## config.mk

```make
export PLATFORM = sky130hd
export DESIGN_NAME = proc_ctrl_fsm
export DESIGN_NICKNAME = d
export VERILOG_FILES = /design/src/rtl/proc_pkg.sv /design/src/rtl/proc_cond_eval.sv /design/src/rtl/proc_ctrl_fsm.sv
export SDC_FILE = /design/constraint.sdc
export NUM_CORES = 1
export LEC_CHECK = 0
export BUFFER_PORTS_ARGS = -buffer_cell sky130_fd_sc_hd__buf_2
export CAP_MARGIN = 20
export CORE_UTILIZATION = 40
export CTS_CLUSTER_DIAMETER = 30
export DETAILED_ROUTE_END_ITERATION = 12
export PLACE_DENSITY = 0.72
export SYNTH_ARGS = -nofsm -noshare
export SYNTH_HDL_FRONTEND = slang
export SYNTH_SLANG_ARGS = --single-unit
```

## constraint.sdc

```tcl
create_clock -name clk -period 5 [get_ports clk]
set_input_delay 1 -clock clk [delete_from_list [all_inputs] [get_ports clk]]
set_output_delay 1 -clock clk [all_outputs]
set_load 0.05 [all_outputs]
```

## src/rtl/proc_pkg.sv

```systemverilog
// Shared encodings for the 16-bit processor: opcodes, bus selects,
// branch conditions, ALU ops and control sequencer states.
package proc_pkg;

  localparam logic [2:0] OP_MV      = 3'b000;
  localparam logic [2:0] OP_MVT_BRN = 3'b001;
  localparam logic [2:0] OP_ADD     = 3'b010;
  localparam logic [2:0] OP_SUB     = 3'b011;
  localparam logic [2:0] OP_LD      = 3'b100;
  localparam logic [2:0] OP_ST      = 3'b101;
  localparam logic [2:0] OP_AND     = 3'b110;
  localparam logic [2:0] OP_CMP     = 3'b111;

  localparam logic [3:0] SEL_R0  = 4'd0;
  localparam logic [3:0] SEL_R1  = 4'd1;
  localparam logic [3:0] SEL_R2  = 4'd2;
  localparam logic [3:0] SEL_R3  = 4'd3;
  localparam logic [3:0] SEL_R4  = 4'd4;
  localparam logic [3:0] SEL_R5  = 4'd5;
  localparam logic [3:0] SEL_R6  = 4'd6;
  localparam logic [3:0] SEL_R7  = 4'd7;
  localparam logic [3:0] SEL_IMM = 4'd8;
  localparam logic [3:0] SEL_DIN = 4'd9;
  localparam logic [3:0] SEL_G   = 4'd10;

  localparam logic [2:0] CC_AL = 3'b000;
  localparam logic [2:0] CC_EQ = 3'b001;
  localparam logic [2:0] CC_NE = 3'b010;
  localparam logic [2:0] CC_CC = 3'b011;
  localparam logic [2:0] CC_CS = 3'b100;
  localparam logic [2:0] CC_PL = 3'b101;
  localparam logic [2:0] CC_MI = 3'b110;
  localparam logic [2:0] CC_NV = 3'b111;

  localparam logic [1:0] ALU_ADD = 2'b00;
  localparam logic [1:0] ALU_SUB = 2'b01;
  localparam logic [1:0] ALU_AND = 2'b10;

  typedef enum logic [2:0] {
    ST_IDLE = 3'd0,
    ST_F0   = 3'd1,
    ST_F1   = 3'd2,
    ST_F2   = 3'd3,
    ST_E1   = 3'd4,
    ST_E2   = 3'd5,
    ST_E3   = 3'd6
  } state_e;

  function automatic logic [7:0] reg_onehot(input logic [2:0] idx);
    return 8'b1 << idx;
  endfunction

  function automatic logic [3:0] reg_sel(input logic [2:0] idx);
    return {1'b0, idx};
  endfunction

  function automatic logic [1:0] alu_of(input logic [2:0] op);
    logic [1:0] a;
    a = ALU_ADD;
    case (op)
      OP_SUB:  a = ALU_SUB;
      OP_CMP:  a = ALU_SUB;
      OP_AND:  a = ALU_AND;
      default: a = ALU_ADD;
    endcase
    return a;
  endfunction

endpackage

```

## src/rtl/proc_cond_eval.sv

```systemverilog
// Branch condition evaluator: decides whether a b{cond} is taken
// from the condition field and the registered ALU flags.
module proc_cond_eval
  import proc_pkg::*;
(
  input  logic [2:0] cond,
  input  logic       z,
  input  logic       n,
  input  logic       c,
  output logic       take
);

  always_comb begin
    take = 1'b0;
    unique case (cond)
      CC_AL: take = 1'b1;
      CC_EQ: take = z;
      CC_NE: take = ~z;
      CC_CC: take = ~c;
      CC_CS: take = c;
      CC_PL: take = ~n;
      CC_MI: take = n;
      CC_NV: take = 1'b0;
      default: take = 1'b0;
    endcase
  end

endmodule

```

## src/rtl/proc_ctrl_fsm.sv

```systemverilog
// Fetch/execute control sequencer: drives the bus mux select and all
// datapath load enables from the current state and the decoded IR.
module proc_ctrl_fsm
  import proc_pkg::*;
#(
  parameter logic [2:0] PC_REG  = 3'd7,
  parameter int         MEM_LAT = 1
) (
  input  logic        clk,
  input  logic        resetn,
  input  logic        run,
  input  logic [15:0] ir,
  input  logic        z,
  input  logic        n,
  input  logic        c,
  output logic [3:0]  sel,
  output logic [7:0]  r_in,
  output logic        ir_in,
  output logic        a_in,
  output logic        g_in,
  output logic        f_in,
  output logic [1:0]  alu_op,
  output logic        addr_in,
  output logic        dout_in,
  output logic        w_d,
  output logic        inc_pc,
  output logic        done
);

  if (MEM_LAT != 1) begin : g_bad_lat
    $error("proc_ctrl_fsm: only MEM_LAT=1 is supported");
  end

  state_e state_q, state_d;

  logic [2:0] op;
  logic       imm;
  logic [2:0] rx;
  logic [2:0] ry;
  logic [3:0] op2;
  logic       take;

  assign op  = ir[15:13];
  assign imm = ir[12];
  assign rx  = ir[11:9];
  assign ry  = ir[2:0];
  assign op2 = imm ? SEL_IMM : reg_sel(ry);

  // The immediate payload is routed by the bus mux, not used here.
  logic unused_imm;
  assign unused_imm = ^ir[8:3];

  proc_cond_eval u_cond (
    .cond (rx),
    .z    (z),
    .n    (n),
    .c    (c),
    .take (take)
  );

  always_ff @(posedge clk or negedge resetn) begin
    if (!resetn) state_q <= ST_IDLE;
    else         state_q <= state_d;
  end

  always_comb begin
    state_d = state_q;
    sel     = SEL_R0;
    r_in    = 8'h00;
    ir_in   = 1'b0;
    a_in    = 1'b0;
    g_in    = 1'b0;
    f_in    = 1'b0;
    alu_op  = ALU_ADD;
    addr_in = 1'b0;
    dout_in = 1'b0;
    w_d     = 1'b0;
    inc_pc  = 1'b0;
    done    = 1'b0;

    unique case (state_q)
      ST_IDLE: begin
        if (run) state_d = ST_F0;
      end
      ST_F0: begin
        sel     = reg_sel(PC_REG);
        addr_in = 1'b1;
        state_d = ST_F1;
      end
      ST_F1: begin
        inc_pc  = 1'b1;
        state_d = ST_F2;
      end
      ST_F2: begin
        sel     = SEL_DIN;
        ir_in   = 1'b1;
        state_d = ST_E1;
      end
      ST_E1: begin
        case (op)
          OP_MV: begin
            sel  = op2;
            r_in = reg_onehot(rx);
            done = 1'b1;
          end
          OP_MVT_BRN: begin
            if (imm) begin
              sel  = SEL_IMM;
              r_in = reg_onehot(rx);
              done = 1'b1;
            end else if (take) begin
              sel     = reg_sel(PC_REG);
              a_in    = 1'b1;
              state_d = ST_E2;
            end else begin
              done = 1'b1;
            end
          end
          OP_LD, OP_ST: begin
            sel     = reg_sel(ry);
            addr_in = 1'b1;
            state_d = ST_E2;
          end
          default: begin
            sel     = reg_sel(rx);
            a_in    = 1'b1;
            state_d = ST_E2;
          end
        endcase
      end
      ST_E2: begin
        case (op)
          OP_MVT_BRN: begin
            sel     = SEL_IMM;
            alu_op  = ALU_ADD;
            g_in    = 1'b1;
            state_d = ST_E3;
          end
          OP_ADD, OP_SUB, OP_AND: begin
            sel     = op2;
            alu_op  = alu_of(op);
            g_in    = 1'b1;
            f_in    = 1'b1;
            state_d = ST_E3;
          end
          OP_CMP: begin
            sel    = op2;
            alu_op = ALU_SUB;
            f_in   = 1'b1;
            done   = 1'b1;
          end
          OP_LD: begin
            state_d = ST_E3;
          end
          OP_ST: begin
            sel     = reg_sel(rx);
            dout_in = 1'b1;
            w_d     = 1'b1;
            done    = 1'b1;
          end
          default: begin
            state_d = ST_IDLE;
          end
        endcase
      end
      ST_E3: begin
        case (op)
          OP_MVT_BRN: begin
            sel  = SEL_G;
            r_in = reg_onehot(PC_REG);
            done = 1'b1;
          end
          OP_ADD, OP_SUB, OP_AND: begin
            sel  = SEL_G;
            r_in = reg_onehot(rx);
            done = 1'b1;
          end
          OP_LD: begin
            sel  = SEL_DIN;
            r_in = reg_onehot(rx);
            done = 1'b1;
          end
          default: begin
            state_d = ST_IDLE;
          end
        endcase
      end
      default: begin
        state_d = ST_IDLE;
      end
    endcase

    // run is only honoured at instruction end; it never aborts one.
    if (done) state_d = run ? ST_F0 : ST_IDLE;
  end

endmodule

```

After elaboration in Yosys (flattened, before gate mapping)
Cells that the tools add are included.
W data, S select, Z words.
{"block": "totals", "reg_bits": 3, "latch_bits": 0, "ram_bits": 0, "rom_bits": 0, "output_inout_bits": 23, "wordCells": 87, "n_memories": 0}
{"block": "op_classes", "n_addsub": 0, "n_mul": 0, "div_mod_pow": 0, "magnitude_cmp": 0, "n_eq_ne": 26, "shift": 1, "mux": 44, "bitwise": 3, "reduce_logical": 12}
{"operator": "$pmux W8 S2", "n": 3}
{"operator": "$eq A3 B3 Y1 const B", "n": 11}
{"operator": "$pmux W4 S3", "n": 2}
{"operator": "$pmux W3 S7", "n": 1}
{"operator": "$pmux W4 S5", "n": 1}
{"operator": "$eq A3 B2 Y1 const B", "n": 6}
{"operator": "$mux W3", "n": 6}
{"operator": "$mux W1", "n": 17}
{"operator": "$ne A3 B3 Y1 const B", "n": 4}
{"operator": "$pmux W3 S2", "n": 2}
{"operator": "$reduce_or A4 Y1", "n": 3}
{"operator": "$eq A3 B1 Y1 const B", "n": 3}
{"operator": "$logic_not A3 Y1", "n": 3}
{"operator": "$mux W4", "n": 2}
{"operator": "$mux W8", "n": 1}
{"operator": "$ne A4 B4 Y1 const B", "n": 2}
{"operator": "$pmux W1 S8", "n": 1}
{"operator": "$pmux W2 S2", "n": 2}
{"operator": "$pmux W4 S2", "n": 1}
{"operator": "$shl A1 B3 Y8 const A", "n": 1}
{"operator": "$pmux W1 S2", "n": 3}
{"operator": "$reduce_and A6 Y1", "n": 1}
{"operator": "$reduce_or A3 Y1", "n": 2}
{"operator": "$reduce_or A5 Y1", "n": 1}
{"operator": "4 further kinds", "n": 7}

Depth between registers and ports, before layout
{"block": "logic_depth", "word_depth": 8, "depth_mapped": 6, "mapped_depth_nobuf": 4}

Hierarchy
From an unflattened synthesis, not the netlist that was laid out.
{"block": "unflattened", "hier_cells": 134, "area_unflattened_um2": 847.1}
{"module": "proc_ctrl_fsm", "instances": 1, "cells_each": 125, "area_per_inst_um2": 790.8, "seq_area_each_um2": 75.1}
{"module": "proc_cond_eval", "instances": 1, "cells_each": 9, "area_per_inst_um2": 56.3, "seq_area_each_um2": 0.0}

Worst setup path after synthesis
No wires, ideal clock.
{"block": "synth_timing", "kind": "input -> output", "startpoint": "input ir[14]", "endpoint": "output r_in[3]", "arrival_time_ns": 3.302, "t_required_ns": 4.000, "setup_slack_ns": 0.698, "cell_stages": 5, "path_cell_list": "clkbuf_1 -> and2_1 -> a21oi_1 -> o22a_1 -> nor4b_1"}
{"block": "synth_between", "elab_chain_cells": 4, "word_cells_on_any_way": 10, "classes_between": "eq/ne (5); mux (3); reduce/logical (2)"}
{"element": "start: declaration", "line": "proc_ctrl_fsm.sv:12", "source": "input logic [15:0] ir,"}
{"element": "$eq A3 B3 Y1 / $eq A3 B2 Y1 (equally long branches)", "line": "proc_ctrl_fsm.sv:167", "source": "case (op)"}
{"element": "$reduce_or A4 Y1 (no source line)"}
{"element": "$pmux W8 S2", "line": "proc_ctrl_fsm.sv:167"}
{"element": "$pmux W8 S2 *", "line": "proc_ctrl_fsm.sv:81", "source": "unique case (state_q)"}
{"element": "end: declaration", "line": "proc_ctrl_fsm.sv:17", "source": "output logic [7:0] r_in,"}
Every way passes the cells marked *; elsewhere a longest branch is shown, timed or not.

Worst setup path in the final report
{"block": "layout_timing", "startpoint": "register state_q[2]", "endpoint": "output done"}
{"block": "layout_between", "elab_chain_cells": 2, "word_cells_on_any_way": 4, "classes_between": "eq/ne (3); mux (1)"}
{"element": "start: declaration", "line": "proc_ctrl_fsm.sv:34", "source": "state_e state_q, state_d;"}
{"element": "start signal: assignment", "line": "proc_ctrl_fsm.sv:63", "source": "else state_q <= state_d;"}
{"element": "$eq A3 B3 Y1", "line": "proc_ctrl_fsm.sv:81"}
{"element": "$pmux W1 S3 *", "line": "proc_ctrl_fsm.sv:81"}
{"element": "end: declaration", "line": "proc_ctrl_fsm.sv:27", "source": "output logic done"}
Marks and branches as above.

==> out/summary.txt <==
I/O Buffers: 38
Floorplan Core Area: 2000 um2
Worst-Margin Slew: 0.581 ns
total design power: 0.000478 W
TritonCTS sink count: 3
overall global routing resource usage: 0.206
total power density per cell area: 467 nW/um2
DRT Pass-1 Iters: 4
share of flip-flops with an asynchronous set or reset after synthesis: 1.00
I/O pin cnt: 45
maximum fanout count along the critical path: 17
final setup skew: 0.00448 ns
cts hold-fix bufs: 0
maximum clock frequency: 0.279 GHz
routed wirelength normalized by instance count: 13.5 um
Tightest Hold Check Type: input pin to async pin
setup TNS: 0 ns
remaining max-slew budget at the tightest pin: 0.612
area of the die: 2370 um2
total number of vias: 1130
global-route wire length before repair: 4020 um
number of antenna violations at the first check in global routing: 0
Setup crit end kind: output port
Post-CTS Repair Setup Buffers: 0
Critical Path AT: 2.58 ns
Final Core Density: 0.511
clock transition at the register clock pins on the worst setup and hold paths after CTS: 0.04 ns
Routability Congestion: 0.881
unrepaired setup endpoints after global routing: no
clock root buffer: clkbuf_4
final slew viol count: 0
initial standard-cell utilization of the core: 0.435
Seq cells post-synth: 3
ratio of routed vias to standard cells: 6.14
synthesis-to-layout area growth: 17.5%
overall overflow remaining after global route: 0
post-CTS sizing: 0
via count of the first global-routing pass: 957
number of flip-flops under the largest register name: 3
sequential cell area fraction in the yosys report: 0.0862
x dimension of the die: 48.7 um
kind of critical path: flop to output port
CP Data Required Time: 4.00 ns
CTS HTree Levels: 1
Worst-Skew Late Latency: 0.24 ns
fraction of final layout cells sized beyond drive strength 1: 0.306
final number of setup-violating endpoints: 0
leakage power: 0.452 nW
number of enable-type register cells in the synthesized netlist: 0
number of hold violations in the final report: 0
maximum vdd ir drop: 0.240 mV
antenna diode count: 0
DPL Wire Length: 1720 um
Worst Setup Start Kind: flop
largest reg by FF count: state_q
number of placement rows: 16
number of buffers created by CTS: 3
Min Clock Period, post-route: 3.58 ns
TritonCTS clock tree: yes
number of remaining DRC errors: 0
MaxCap Viol Count: 0
gate count of the mapped netlist: 132
Clock Tree Buf Depth: 2
most frequently used flop master after synthesis: dfrtp_1
Synth Net Count: 154
post-synthesis average cell area: 6.60 um2
result of the run: complete, no violations
total routed wirelength: 2480 um
DIE HEIGHT: 48.7 um
Netlist Area Pre-Place: 871 um2
number of synthesis warnings: 0
Final nets: 180
final worst-path cycle share: 0.716
pin count of the biggest net entering global routing: 26
detailed router's first-iteration violation count: 35
post-route antenna net violation count: 0
Regs by FF count: state_q x3
Synth cell types: 45
[routing by layer]
metal	share of wire	vias to the layer above	wire, um	global-route usage
met5	0	-	0	0
met4	0.0097	0	24	0.0931
met3	0.064	5	158	0.0189
met2	0.48	59	1190	0.331
met1	0.45	525	1110	0.277
li1	-	541	-	-
[layout by cell type, fill, tap and decap left out, types with 4 or more instances in the layout]
cell,Yosys,layout
nor2b_1,6,6
o21ai_0,9,9
nand2_1,17,17
nor4b_1,4,4
buf_2,6,38
nor2_1,8,8
nor3_1,6,6
a21oi_1,4,4
nand3_1,5,5
nand2b_1,5,5
[final timing paths]
path,start,end,slack (ns),depth (start not counted)
min in group clk,state_q[2],state_q[2],0.86,2
setup / recovery,state_q[2],done,1.42,5
hold reg to reg,state_q[2],state_q[2],0.86,2
max in group asynchronous,resetn,state_q[0],4.35,1
setup reg to reg,state_q[2],state_q[2],2.82,4
hold / removal,resetn,state_q[1],0.54,1
[cells by family (layout without fill, tap and decap cells)]
family,count (synthesis),count (layout),share of synthesized area
AOI/OAI and AO/OA,35,35,0.292
xor gates and xnor gates,1,1,0.0101
buffers and inverters,19,44,0.121
DFF,3,3,0.0862
muxes,2,2,0.0244
and+or+nand+nor,72,72,0.467
[synthesized netlist by cell type (3+ instances only)]
library cell | n | area share
nand3_1 | 5 | 0.029
nor4b_1 | 4 | 0.040
nor2_1 | 8 | 0.034
and2_1 | 3 | 0.022
nor4_1 | 3 | 0.022
or3b_2 | 3 | 0.030
nor3_1 | 6 | 0.034
a21oi_1 | 4 | 0.023
nand3b_1 | 3 | 0.026
o21ai_0 | 9 | 0.052
clkbuf_1 | 6 | 0.026
nand2_1 | 17 | 0.073
buf_2 | 6 | 0.034
nor2b_1 | 6 | 0.043
nand2b_1 | 5 | 0.036
nand4_1 | 3 | 0.022
buf_4 | 3 | 0.026
dfrtp_1 | 3 | 0.086
[metrics by stage]
| step | setup WS [ns] | instance area, um2 | hold slack, ns | std cells |
|---|---|---|---|---|
| after floorplan | 0.698 | 871 | 0.680 | 132 |
| after global placement | 1.48 | 997 | 0.794 | 180 |
| after detailed placement | 1.47 | 997 | 0.797 | 180 |
| after CTS | 1.46 | 1020 | 0.545 | 184 |
| after global routing | 1.35 | 1020 | 0.543 | 184 |
| final | 1.42 | 1020 | 0.545 | 184 |
[power by group]
part | internal (W) | switching, W | total, W | leakage, nW
clock | 0.0000300 | 0.0000141 | 0.0000441 | 0.0150
combinational | 0.000109 | 0.000247 | 0.000356 | 0.400
sequential | 0.0000351 | 0.0000422 | 0.0000774 | 0.0375
[area by class of cell]
type / instances / area, um2
Fill cell: 210 / 978
Timing Repair Buffer: 38 / 190
Clock buffer: 4 / 26.3
Sequential cell: 3 / 75.1
Tap cell: 27 / 33.8
Multi-Input combinational cell: 110 / 691
Inverter: 2 / 7.51
[worst max-delay path: stages (launching register included)]
cell,delay [ns]
dfrtp_1,0.64
nor2b_1,0.55
nand2b_1,0.18
nor4b_1,0.51
a21o_1,0.19
buf_2,0.26
Power figures use the tool's default switching activity.
